[src/rtl/cdc_sched_pkg.sv]
// Shared types and the round-robin search used by the pulse-channel scheduler.
package cdc_sched_pkg;

   typedef enum logic [1:0] {
      ST_IDLE   = 2'd0,
      ST_LAUNCH = 2'd1,
      ST_WAIT   = 2'd2
   } state_e;

   localparam int MAX_REQ = 16;

   // First set bit at or above ptr, wrapping at n; -1 when nothing is set.
   function automatic int rr_find(input logic [MAX_REQ-1:0] req, input int ptr, input int n);
      int idx;
      int res;
      res = -1;
      for (int i = 0; i < MAX_REQ; i++) begin
         idx = ptr + i;
         if (idx >= n) idx = idx - n;
         if ((i < n) && (res < 0) && (idx < MAX_REQ) && req[idx]) res = idx;
      end
      return res;
   endfunction

endpackage

[src/rtl/cdc_pulse_sched_rr_arbiter.sv]
// Combinational round-robin arbiter: request vector plus pointer in, one-hot grant and index out.
module rr_arbiter
   import cdc_sched_pkg::*;
#(
   parameter int N_REQ = 4,
   parameter int TAG_W = $clog2(N_REQ)
) (
   input  logic [N_REQ-1:0] req,
   input  logic [TAG_W-1:0] ptr,
   output logic [N_REQ-1:0] gnt,
   output logic [TAG_W-1:0] idx,
   output logic             vld
);

   logic [MAX_REQ-1:0] req_ext;
   int                 g;

   always_comb begin
      req_ext             = '0;
      req_ext[N_REQ-1:0]  = req;
      g                   = rr_find(req_ext, int'(ptr), N_REQ);
      vld                 = (g >= 0);
      idx                 = '0;
      gnt                 = '0;
      if (g >= 0) begin
         idx      = TAG_W'(g);
         gnt[idx] = 1'b1;
      end
   end

endmodule

[src/rtl/cdc_pulse_sched.sv]
// Shares one fast-to-slow pulse synchronizer among N_REQ requesters; launches one
// pulse at a time and holds the tag until the synchronizer's busy flag drops.
module cdc_pulse_sched
   import cdc_sched_pkg::*;
#(
   parameter int N_REQ       = 4,
   parameter int TAG_W       = $clog2(N_REQ),
   parameter int TIMEOUT_CYC = 64
) (
   input  logic             clk_i,
   input  logic             rst_i,
   input  logic [N_REQ-1:0] req_i,
   output logic [N_REQ-1:0] pend_o,
   output logic [N_REQ-1:0] done_o,
   output logic [N_REQ-1:0] drop_o,
   output logic             cdc_pulse_o,
   output logic [TAG_W-1:0] cdc_tag_o,
   input  logic             cdc_busy_i,
   output logic             idle_o,
   output logic             timeout_o
);

   localparam int CNT_W = (TIMEOUT_CYC > 0) ? $clog2(TIMEOUT_CYC + 1) : 1;

   state_e           state;
   logic [N_REQ-1:0] pend;
   logic [TAG_W-1:0] rr_ptr;
   logic [TAG_W-1:0] tag;
   logic [CNT_W-1:0] wait_cnt;
   logic             pulse;
   logic [N_REQ-1:0] done;
   logic [N_REQ-1:0] drop;
   logic             idle;
   logic             timeout;

   logic [N_REQ-1:0] arb_gnt;
   logic [TAG_W-1:0] arb_idx;
   logic             arb_vld;
   logic             grant_go;
   logic             to_hit;
   logic [N_REQ-1:0] clr;
   logic [N_REQ-1:0] tag_1h;

   rr_arbiter #(
      .N_REQ (N_REQ),
      .TAG_W (TAG_W)
   ) u_arb (
      .req (pend),
      .ptr (rr_ptr),
      .gnt (arb_gnt),
      .idx (arb_idx),
      .vld (arb_vld)
   );

   // A stale busy from an aborted transfer blocks new grants until it clears.
   always_comb begin
      grant_go = (state == ST_IDLE) && arb_vld && !cdc_busy_i;
      clr      = grant_go ? arb_gnt : '0;
      to_hit   = (TIMEOUT_CYC != 0) && (wait_cnt == CNT_W'(TIMEOUT_CYC - 1));
      tag_1h      = '0;
      tag_1h[tag] = 1'b1;
   end

   always_ff @(posedge clk_i) begin
      if (rst_i) begin
         state    <= ST_IDLE;
         pend     <= '0;
         rr_ptr   <= '0;
         tag      <= '0;
         wait_cnt <= '0;
         pulse    <= 1'b0;
         done     <= '0;
         drop     <= '0;
         idle     <= 1'b1;
         timeout  <= 1'b0;
      end else begin
         pulse <= 1'b0;
         done  <= '0;
         // A request coinciding with its own launch re-arms the flag without a drop.
         drop  <= req_i & pend & ~clr;
         pend  <= (pend & ~clr) | req_i;
         case (state)
            ST_IDLE: begin
               if (grant_go) begin
                  tag    <= arb_idx;
                  rr_ptr <= (arb_idx == TAG_W'(N_REQ - 1)) ? '0 : arb_idx + 1'b1;
                  pulse  <= 1'b1;
                  idle   <= 1'b0;
                  state  <= ST_LAUNCH;
               end
            end
            ST_LAUNCH: begin
               state <= ST_WAIT;
            end
            ST_WAIT: begin
               if (!cdc_busy_i) begin
                  done     <= tag_1h;
                  wait_cnt <= '0;
                  idle     <= 1'b1;
                  state    <= ST_IDLE;
               end else if (to_hit) begin
                  timeout  <= 1'b1;
                  wait_cnt <= '0;
                  idle     <= 1'b1;
                  state    <= ST_IDLE;
               end else begin
                  wait_cnt <= wait_cnt + 1'b1;
               end
            end
            default: begin
               wait_cnt <= '0;
               idle     <= 1'b1;
               state    <= ST_IDLE;
            end
         endcase
      end
   end

   assign pend_o      = pend;
   assign done_o      = done;
   assign drop_o      = drop;
   assign cdc_pulse_o = pulse;
   assign cdc_tag_o   = tag;
   assign idle_o      = idle;
   assign timeout_o   = timeout;

endmodule

[config.mk]
export PLATFORM = sky130hd
export DESIGN_NAME = cdc_pulse_sched
export DESIGN_NICKNAME = d
export VERILOG_FILES = /design/src/rtl/cdc_sched_pkg.sv /design/src/rtl/cdc_pulse_sched_rr_arbiter.sv /design/src/rtl/cdc_pulse_sched.sv
export SDC_FILE = /design/constraint.sdc
export NUM_CORES = 1
export LEC_CHECK = 0
export ABC_AREA = 1
export ABC_CLOCK_PERIOD_IN_PS = 4490
export CAP_MARGIN = 20
export CORE_UTILIZATION = 55
export DETAILED_ROUTE_END_ITERATION = 10
export GPL_TIMING_DRIVEN = 0
export PLACE_DENSITY = 0.82
export SETUP_SLACK_MARGIN = 0.15
export SYNTH_ARGS = -nofsm -noshare
export SYNTH_HDL_FRONTEND = slang
export SYNTH_HIERARCHICAL = 1
export SYNTH_SLANG_ARGS = --single-unit
[constraint.sdc]
create_clock -name clk_i -period 4.49 [get_ports clk_i]
set_clock_uncertainty 0.2 [all_clocks]
set_input_delay 0.449 -clock clk_i [delete_from_list [all_inputs] [get_ports clk_i]]
set_output_delay 0.449 -clock clk_i [all_outputs]
set_load 0.01 [all_outputs]
Yosys cells after proc, flatten, opt, wreduce, memory -nomap -nowiden
Cells that the tools add are included.
- output and inout bits: 17
- logic and storage cells: 113
- flip-flop bits (word level): 28
- equality and inequality tests: 6
- $lt $le $gt $ge: 20
- mux-type cells: 40
- add/sub/neg operators: 9
- bitwise gates (word level): 8
- reductions and logical operators: 20
- operators by type and width (cell ; count):
    32-bit by 6-bit less-than comparator with 1-bit output (second input constant) ; 8
    32-bit 2-to-1 mux ; 8
    32-bit by 4-bit >= comparator with 1-bit output (second input constant) ; 3
    32-bit by 1-bit less-than comparator with 1-bit output (second input constant) ; 3
    32-bit by 4-bit subtractor with 32-bit output (second input constant) ; 3
    32-bit by 1-bit >= comparator with 1-bit output (second input constant) ; 1
    1-bit binary-select mux with 4-bit select ; 4
    1-bit 2-to-1 mux ; 14
    7-bit 2-to-1 mux ; 2
    7-bit one-hot mux with 2 select lines ; 1
    4-bit AND ; 3
    1-bit logical AND ; 11
    2-bit 2-to-1 mux ; 5
    4-bit 2-to-1 mux ; 2
    7-bit by 1-bit adder with 7-bit output (second input constant) ; 1
    7-bit by 6-bit == test with 1-bit output (second input constant) ; 1
    2-bit by 2-bit adder with 3-bit output (second input constant) ; 2
    2-bit by 3-bit less-than comparator with 1-bit output (second input constant) ; 2
    2-bit one-hot mux with 3 select lines ; 1
    3-bit AND reduction ; 2
    1-bit demux with 2-bit select ; 2
    2-bit == test (second input constant) ; 2
    2-bit by 1-bit >= comparator with 1-bit output (second input constant) ; 2
    4-bit inverter ; 1
    other kinds (15) ; 19

Depth between registers and ports, before layout
Gate-level depths: netlist (run 1).
- depth after elaboration: 28
- gate-level depth with buffers: 16

By module
The synthesis (run 1) kept the hierarchy.
- by module, submodules not included (module ; cells an instance ; sequential area each (µm²) ; instances ; area an instance (µm²)):
    cdc_pulse_sched ; 133 ; 560.5 ; 1 ; 1054.8
    rr_arbiter ; 77 ; 0.0 ; 1 ; 461.7

Worst setup path before layout (run 1)
No wires, ideal clock.
- path kind: register to register
- from: reg rr_ptr[0]
- to: reg rr_ptr[1]
- arrival: 2.159 ns
- required time: 4.174 ns
- setup slack: 2.015 ns
- cell stages (with the launch flop): 15
- path through: dfxtp_1 -> buf_6 -> inv_8 -> ha_1 -> inv_1 -> nand2_4 -> nand2_4 -> a21oi_4 -> nand3_2 -> nand3_1 -> nand2_2 -> nor2_1 -> ha_1 -> o21ai_0 -> nor2_1
- cells in the longest elaborated chain, start to end: 23
- elaborated cells between the ends (all ways): 53
- those cells by class: add/sub (8); order compare (12); eq/ne (1); mux (22); reduce/logical (10)
- ends and longest elaborated chain (what ; RTL line ; text):
    from (decl) ; cdc_pulse_sched.sv:27 ; logic [TAG_W-1:0] rr_ptr;
    from (signal assigned) ; cdc_pulse_sched.sv:86 ; rr_ptr <= (arb_idx == TAG_W'(N_REQ - 1)) ? '0 : arb_idx + 1'b1;
    parallel branches: the longest is 18 deep, another holds 32-bit by 6-bit less-than comparator with 1-bit output ; - ;
    32-bit 2-to-1 mux * ; cdc_sched_pkg.sv:20 ; if ((i < n) && (res < 0) && (idx < MAX_REQ) && req[idx]) res = idx;
    32-bit by 1-bit >= comparator with 1-bit output ; cdc_pulse_sched_rr_arbiter.sv:25 ; if (g >= 0) begin
    2-bit 2-to-1 mux * ; cdc_pulse_sched_rr_arbiter.sv:25 ;
    via arb_idx[0] ; cdc_pulse_sched.sv:37 ; logic [TAG_W-1:0] arb_idx;
    2-bit by 1-bit adder with 2-bit output or 2-bit == test (tied branches) ; cdc_pulse_sched.sv:86 ;
    2-bit 2-to-1 mux * ; cdc_pulse_sched.sv:86 ;
Mark *: on every way through the listed nets, which the timed path passes. The select of a mux whose other input is x is not followed.
A chain may end at the register's enable or synchronous reset.

Worst setup path after layout (run 1)
Same ends and word-level chain as after synthesis.

==> reports/metrics.yaml, run 1 <==
worst_pin_slew_ns: 0.461
syn-num-nets: 224
outcome: "completed"
dpl.hpwl_microns: 2460
first_pass_iters: 4
critPathKind: "register to register"
wl_microns: 3220
arrival_ns: 2.93
synth_compound_area_share_pct: 9.16
whs_ns: 0.285
rsz0062_at_grt: "false"
chipHeight_microns: 54.5
p_sw_share_pct: 41.7
r2r_start: "rr_ptr[0]$_SDFFE_PP0P_"
cts_tree: "built"
numPlacedInstances: 263
p_leak_nw: 0.811
fin_cells: 267
synth_top_family_by_area: "simple AND/OR/NAND/NOR gates"
fp.dieArea_sq_mm: 0.00297
synthArstFlopShare_pct: 0
max_cap_viol_count: 0
hold_path.class: "register to register"
root_buffer: "clkbuf_4"
report.final.slew_viol_count: 0
synth-simple-area-share_pct: 37.5
critPathLaunchType: "register"
hold_buffers: 0
vias: 1403
drc: 0
pwr-share-clk_pct: 17.7
synth_xor_area_share_pct: 1.16
clkTransAtPathRegs_ns: 0.15
gp_congestion: 0.869
power_frac_comb_pct: 48.5
drt_iter0_markers: 45
clk_latency_ns: 0.32
syn_area_sq_mm: 0.00152
htreeDepth: 1
antenna_found_initial: 0
use_met2_pct: 39.0
reg2reg_depth: 14
use_met3_pct: 4.44
syn2layout_area_growth_pct: 21.1
p_int_mw: 0.540
n_antenna_cell: 0
drive_above_1_share_pct: 13.9
cts_buffer_depth: 2
grt_pass1_wl_microns: 4980
r2r-end: "rr_ptr[1]$_SDFFE_PP0P_"
chipWidth_microns: 54.5
nets: 252
setup_tns_ns: 0
yosysWarningCount: 6
cp.required_ns: 4.52
cts-resized-gates: 0
fp.coreArea_sq_mm: 0.00254
placed_area_sq_mm: 0.00178
crit_family: "simple AND/OR/NAND/NOR gates"
synth.distinct_cells: 25
crit_slowest_cell: "dfxtp_1"
period_minus_slack_ns: 2.90
synth-seq-cells: 28
seq_power_share_pct: 33.9
synth.avg_cell_area_sq_um: 7.22
ios: 24
worst_ir_drop_vdd_mv: 0.332
slew_headroom_pct: 69.2
grt.overflow.total: 0
endpoint_kind: "register"
final_hold_viol_count: 0
clock_sinks: 28
grtUsageTotal_pct: 23.3
worstPathMaxFanout: 9
p_per_area_mw_per_mm2: 504
met1_usage_pct: 29.8
grt_max_degree: 17
postSynthCellCount: 210
synthMuxAreaShare_pct: 0
max_freq_ghz: 0.345
io_buffers: 23
setup_viol: 0
yosysSeqAreaShare_pct: 37.0
crit_start: "rr_ptr[0]$_SDFFE_PP0P_"
routedWlPerCell_microns: 12.1
yosys.area_share.adder_pct: 5.78
path_cells: "buf_6 -> inv_8 -> ha_1 -> inv_1 -> nand2_4 -> nand2_4 -> a21oi_4 -> nand3_2 -> nand3_1 -> nand2_2 -> nor2_1 -> ha_1 -> o21ai_0 -> nor2_1"
period_share_pct: 64.6
synth_edf_count: 0
rows: 18
cp-endpoint: "rr_ptr[1]$_SDFFE_PP0P_"
busiest_layer: "met2"
crit_cells: 14
final_cell_area_sq_mm: 0.00184
vias_per_cell: 5.25
ys.flop_type: "dfxtp_1"
crit_path_max_incr_delay_ns: 0.50
cts_buffers: 3
final_antenna_net_count: 0
grt_pass1_vias: 1209
reg2reg_slack_ns: 1.59
postCtsSetupBuffers: 0
start_util_pct: 59.6
p_switching_mw: 0.386
power.total_mw: 0.926
crit_buf_inv: 3
-- synth_stat cells (5+ instances only) --
master	instances	area share (%)
a21oi_1	15	5.0
dfxtp_1	28	37
ha_1	7	5.8
inv_1	24	5.9
inv_2	5	1.2
nand2_1	52	13
nand2_2	6	2.5
nand3_1	16	5.3
nand3_2	6	4.0
nor2_1	15	3.7
nor3_1	8	2.6
o21ai_0	6	2.0
-- per-layer routing --
| metal | share of wire [%] | vias up |
|---|---|---|
| li1 | - | 723 |
| met1 | 44 | 629 |
| met2 | 49 | 47 |
| met3 | 5.8 | 4 |
| met4 | 0.96 | 0 |
| met5 | 0 | - |
-- flip-flops by register name (all words and copies together), names as in the netlist, 2 cells and up --
register and flops:
cdc_tag_o 2, done_o 4, drop_o 4, pend_o 4
rr_ptr 2, state 2, wait_cnt 7
-- logic make-up after synthesis --
group | Yosys count
AND/OR/NAND/NOR | 114
buffers and inverters | 34
flip-flops | 28
AO/OA/AOI/OAI | 25
adder cells (fa/ha/maj) | 7
XOR/XNOR | 2
-- layout by cell type, fill, tap and decap left out --
| cell type | Yosys | routed |
|---|---|---|
| nand2_4 | 4 | 4 |
| clkinv_2 | 1 | 1 |
| clkdlybuf4s50_1 | 0 | 23 |
| inv_2 | 5 | 5 |
| inv_1 | 24 | 24 |
| nor2_1 | 15 | 15 |
| o21ai_1 | 2 | 2 |
| ha_1 | 7 | 7 |
| nand2_2 | 6 | 6 |
| a21oi_4 | 1 | 1 |
| nand4_1 | 3 | 3 |
| buf_6 | 1 | 1 |
| nor2_4 | 2 | 2 |
| clkinv_1 | 1 | 1 |
| nor2_2 | 2 | 2 |
| o21bai_1 | 1 | 1 |
| nand2_1 | 52 | 52 |
| xnor2_1 | 2 | 2 |
| dfxtp_1 | 28 | 28 |
| nand3_2 | 6 | 6 |
| nand3_1 | 16 | 16 |
| nor3_1 | 8 | 8 |
| o21ai_0 | 6 | 6 |
| bufinv_16 | 0 | 1 |
| inv_8 | 1 | 1 |
| clkbuf_1 | 1 | 1 |
| clkbuf_4 | 0 | 3 |
| a21oi_1 | 15 | 15 |
-- metrics by stage --
| stage | utilization [%] | worst slack [ns] |
|---|---|---|
| finish | 72.2 | 1.59 |
| floorplan | - | 2.02 |
| detailed placement | 70.1 | 1.61 |
| CTS | 72.2 | 1.59 |
| global route | 72.2 | 1.44 |
| global placement | 70.1 | 1.75 |
-- worst min-delay path by stage --
stage                              startpoint                       end  slack, ns  cells past startpoint
finish              cdc_tag_o[0]$_SDFFE_PP0P_      done_o[2]$_SDFF_PP0_       0.28                      1
global route        cdc_tag_o[0]$_SDFFE_PP0P_      done_o[2]$_SDFF_PP0_       0.30                      1
floorplan            wait_cnt[6]$_SDFFE_PP0N_  wait_cnt[6]$_SDFFE_PP0N_       0.24                      2
detailed placement        idle_o$_SDFFE_PP1P_       idle_o$_SDFFE_PP1P_       0.26                      2
CTS                 cdc_tag_o[0]$_SDFFE_PP0P_      done_o[2]$_SDFF_PP0_       0.29                      1
global placement          idle_o$_SDFFE_PP1P_       idle_o$_SDFFE_PP1P_       0.24                      2
-- final cells by class --
type	count	area, sq um
Clock inverter	1	30.0
Inverter	32	129
Timing Repair Buffer	23	230
Tap cell	30	37.5
Clock buffer	3	22.5
Buffer	2	15.0
Sequential cell	28	561
Fill cell	216	708
Multi-Input combinational cell	148	812
-- power groups by stage --
| stage | sequential [mW] | combinational [mW] | clock (mW) |
|---|---|---|---|
| 2_1_floorplan | 0.324 | 0.315 | 0 |
| 3_3_place_gp | 0.318 | 0.420 | 0 |
| 3_5_place_dp | 0.319 | 0.438 | 0 |
| 4_1_cts | 0.314 | 0.443 | 0.169 |
| 5_1_grt | 0.318 | 0.496 | 0.176 |
| 6_report | 0.314 | 0.449 | 0.164 |
No activity file was read; power rests on OpenSTA's default activity.
==> inputs of run 2 (changes only) <==
Settings changed: ABC_CLOCK_PERIOD_IN_PS 4490 to 2500, CORE_UTILIZATION 55 to 47, PLACE_DENSITY 0.82 to 0.74.
Clock period 4.49 ns to 2.5 ns, I/O delays scaled along.
==> reports/metrics.yaml, run 2 (synthesized netlist as in run 1, its figures left out) <==
outcome: "completed"
ios: 24  # unchanged
hold_buffers: 0  # unchanged
worst_ir_drop_vdd_mv: 0.447  # +35%
grtUsageTotal_pct: 19.6  # -3.8 points
arrival_ns: 2.37  # -0.56 ns
final_common_cell: "nand2_1"
start_util_pct: 49.7  # -9.9 points
worstPathMaxFanout: 8  # -1
clkTransAtPathRegs_ns: 0.15  # about the same
grt_max_degree: 17  # unchanged
nets: 260  # +3.2%
vias: 1391  # -0.86%
endpoint_kind: "register"
period_share_pct: 93.0  # +28 points
max_cap_viol_count: 0  # unchanged
numPlacedInstances: 277  # +5.3%
fin_cells: 289  # +8.2%
slew_headroom_pct: 66.7  # -2.6 points
cts_buffer_depth: 2  # unchanged
path_cells: "buf_8 -> inv_8 -> ha_4 -> inv_2 -> nand2_4 -> nand2_4 -> a21oi_4 -> nand3_2 -> nand3_1 -> nand2_2 -> nor2_4 -> ha_4 -> o21ai_2 -> nor2_1"
fp.dieArea_sq_mm: 0.00346  # +16%
p_per_area_mw_per_mm2: 941  # +87%
cts_buffers: 3  # unchanged
drive_above_1_share_pct: 24.5  # +11 points
io_buffers: 23  # unchanged
cts_tree: "built"
final_antenna_net_count: 0  # unchanged
crit_buf_inv: 3  # unchanged
report.final.slew_viol_count: 0  # unchanged
fp.coreArea_sq_mm: 0.00305  # +20%
chipHeight_microns: 58.8  # +7.9%
power.total_mw: 1.88  # +100%
period_minus_slack_ns: 2.32  # -0.575 ns
syn2layout_area_growth_pct: 32.0
p_leak_nw: 0.858  # +5.7%
root_buffer: "clkbuf_4"
whs_ns: 0.261  # -0.0237 ns
clock_sinks: 28  # unchanged
n_antenna_cell: 0  # unchanged
grt_pass1_wl_microns: 5180  # +4.0%
largest_register_ffs: 7  # unchanged
routedWlPerCell_microns: 10.7  # -11%
chipWidth_microns: 58.8  # +7.9%
rsz0062_at_grt: "true"
crit_path_max_incr_delay_ns: 0.39  # -0.11 ns
first_pass_iters: 4  # unchanged
grt_pass1_vias: 1209  # unchanged
setup_tns_ns: 0  # unchanged
cp.required_ns: 2.54  # -1.98 ns
critPathKind: "register to register"
top_register: "wait_cnt"
final_cell_mix: "nand2_1, dfxtp_1, clkdlybuf4s50_1, inv_1, nand3_1"
drt_iter0_markers: 28  # -38%
clk_latency_ns: 0.33  # about the same
max_freq_ghz: 0.430  # +25%
gp_congestion: 0.903  # +3.9%
n_fill_cell: 282  # +31%
hold_path.class: "primary input to register"
dpl.hpwl_microns: 2230  # -9.4%
final_hold_viol_count: 0  # unchanged
antenna_found_initial: 0  # unchanged
htreeDepth: 1  # unchanged
rows: 20  # +2
grt.overflow.total: 0  # unchanged
worst_pin_slew_ns: 0.500  # +0.0387 ns
final_util_pct: 65.6  # -6.6 points
crit_family: "simple AND/OR/NAND/NOR gates"
drc: 0  # unchanged
setup_viol: 0  # unchanged
critPathLaunchType: "register"
crit_slowest_cell: "dfxtp_4"
wl_microns: 3090  # -3.9%
vias_per_cell: 4.81  # -8.4%
[run 2: cell types whose count changed in the layout (fill, tap and decap cells not counted), moves of 3 or more]
cell	delta
buf_4	+8
inv_1	-3
inv_2	+3
nand2_1	-5
nand2_2	+5
[run 2: area by class of cell]
class                           count  area (sq um)  area share [%]
Timing Repair Buffer               31           290            14.5
Tap cell                           44          55.1            2.75
Inverter                           32           129            6.44
Buffer                              2          18.8           0.938
Multi-Input combinational cell    148           888            44.4
Clock inverter                      1          30.0            1.50
Clock buffer                        3          22.5            1.13
Sequential cell                    28           568            28.4
[run 2: metal layers]
metal	part of all wire, %	global-route usage (%)
met5	0	0
met2	46	31.5
met3	3.0	3.08
met1	49	26.7
met4	1.7	6.46
[run 2: stage by stage]
stage / cell area, sq um / setup slack, ns
after CTS: 1930 / 0.158
after global placement: 1820 / -0.0844
final: 2000 / 0.176
after floorplan: 1530 / 0.184
after detailed placement: 1820 / -0.119
after global routing: 2000 / 0.0244
[run 2: timing repair]
item,CTS,global route
pin swaps,9,15
setup buffers,6,2
resized for setup,7,15
gates cloned,0,0
endpoints found under the setup margin,2,8
[run 2: final timing paths]
path | start | endpoint | slack, ns | depth (start not counted)
setup / recovery | rr_ptr[0]$_SDFFE_PP0P_ | rr_ptr[1]$_SDFFE_PP0P_ | 0.18 | 14
hold / removal | req_i[2] | drop_o[2]$_SDFF_PP0_ | 0.26 | 3
setup reg to reg | rr_ptr[0]$_SDFFE_PP0P_ | rr_ptr[1]$_SDFFE_PP0P_ | 0.18 | 14
hold reg to reg | cdc_tag_o[0]$_SDFFE_PP0P_ | done_o[2]$_SDFF_PP0_ | 0.28 | 1
[run 2: worst reg2reg max path: stages, from the launching register on]
cell and delay (ns):
dfxtp_4 0.39, buf_8 0.11, inv_8 0.05, ha_4 0.30, inv_2 0.05, nand2_4 0.06
nand2_4 0.05, a21oi_4 0.19, nand3_2 0.12, nand3_1 0.12, nand2_2 0.08, nor2_4 0.13
ha_4 0.22, o21ai_2 0.13, nor2_1 0.05
[run 2: power breakdown]
| part | switching [mW] | internal [mW] |
|---|---|---|
| sequential | 0.0571 | 0.511 |
| combinational | 0.585 | 0.432 |
| clock | 0.136 | 0.162 |
| total | 0.778 | 1.11 |
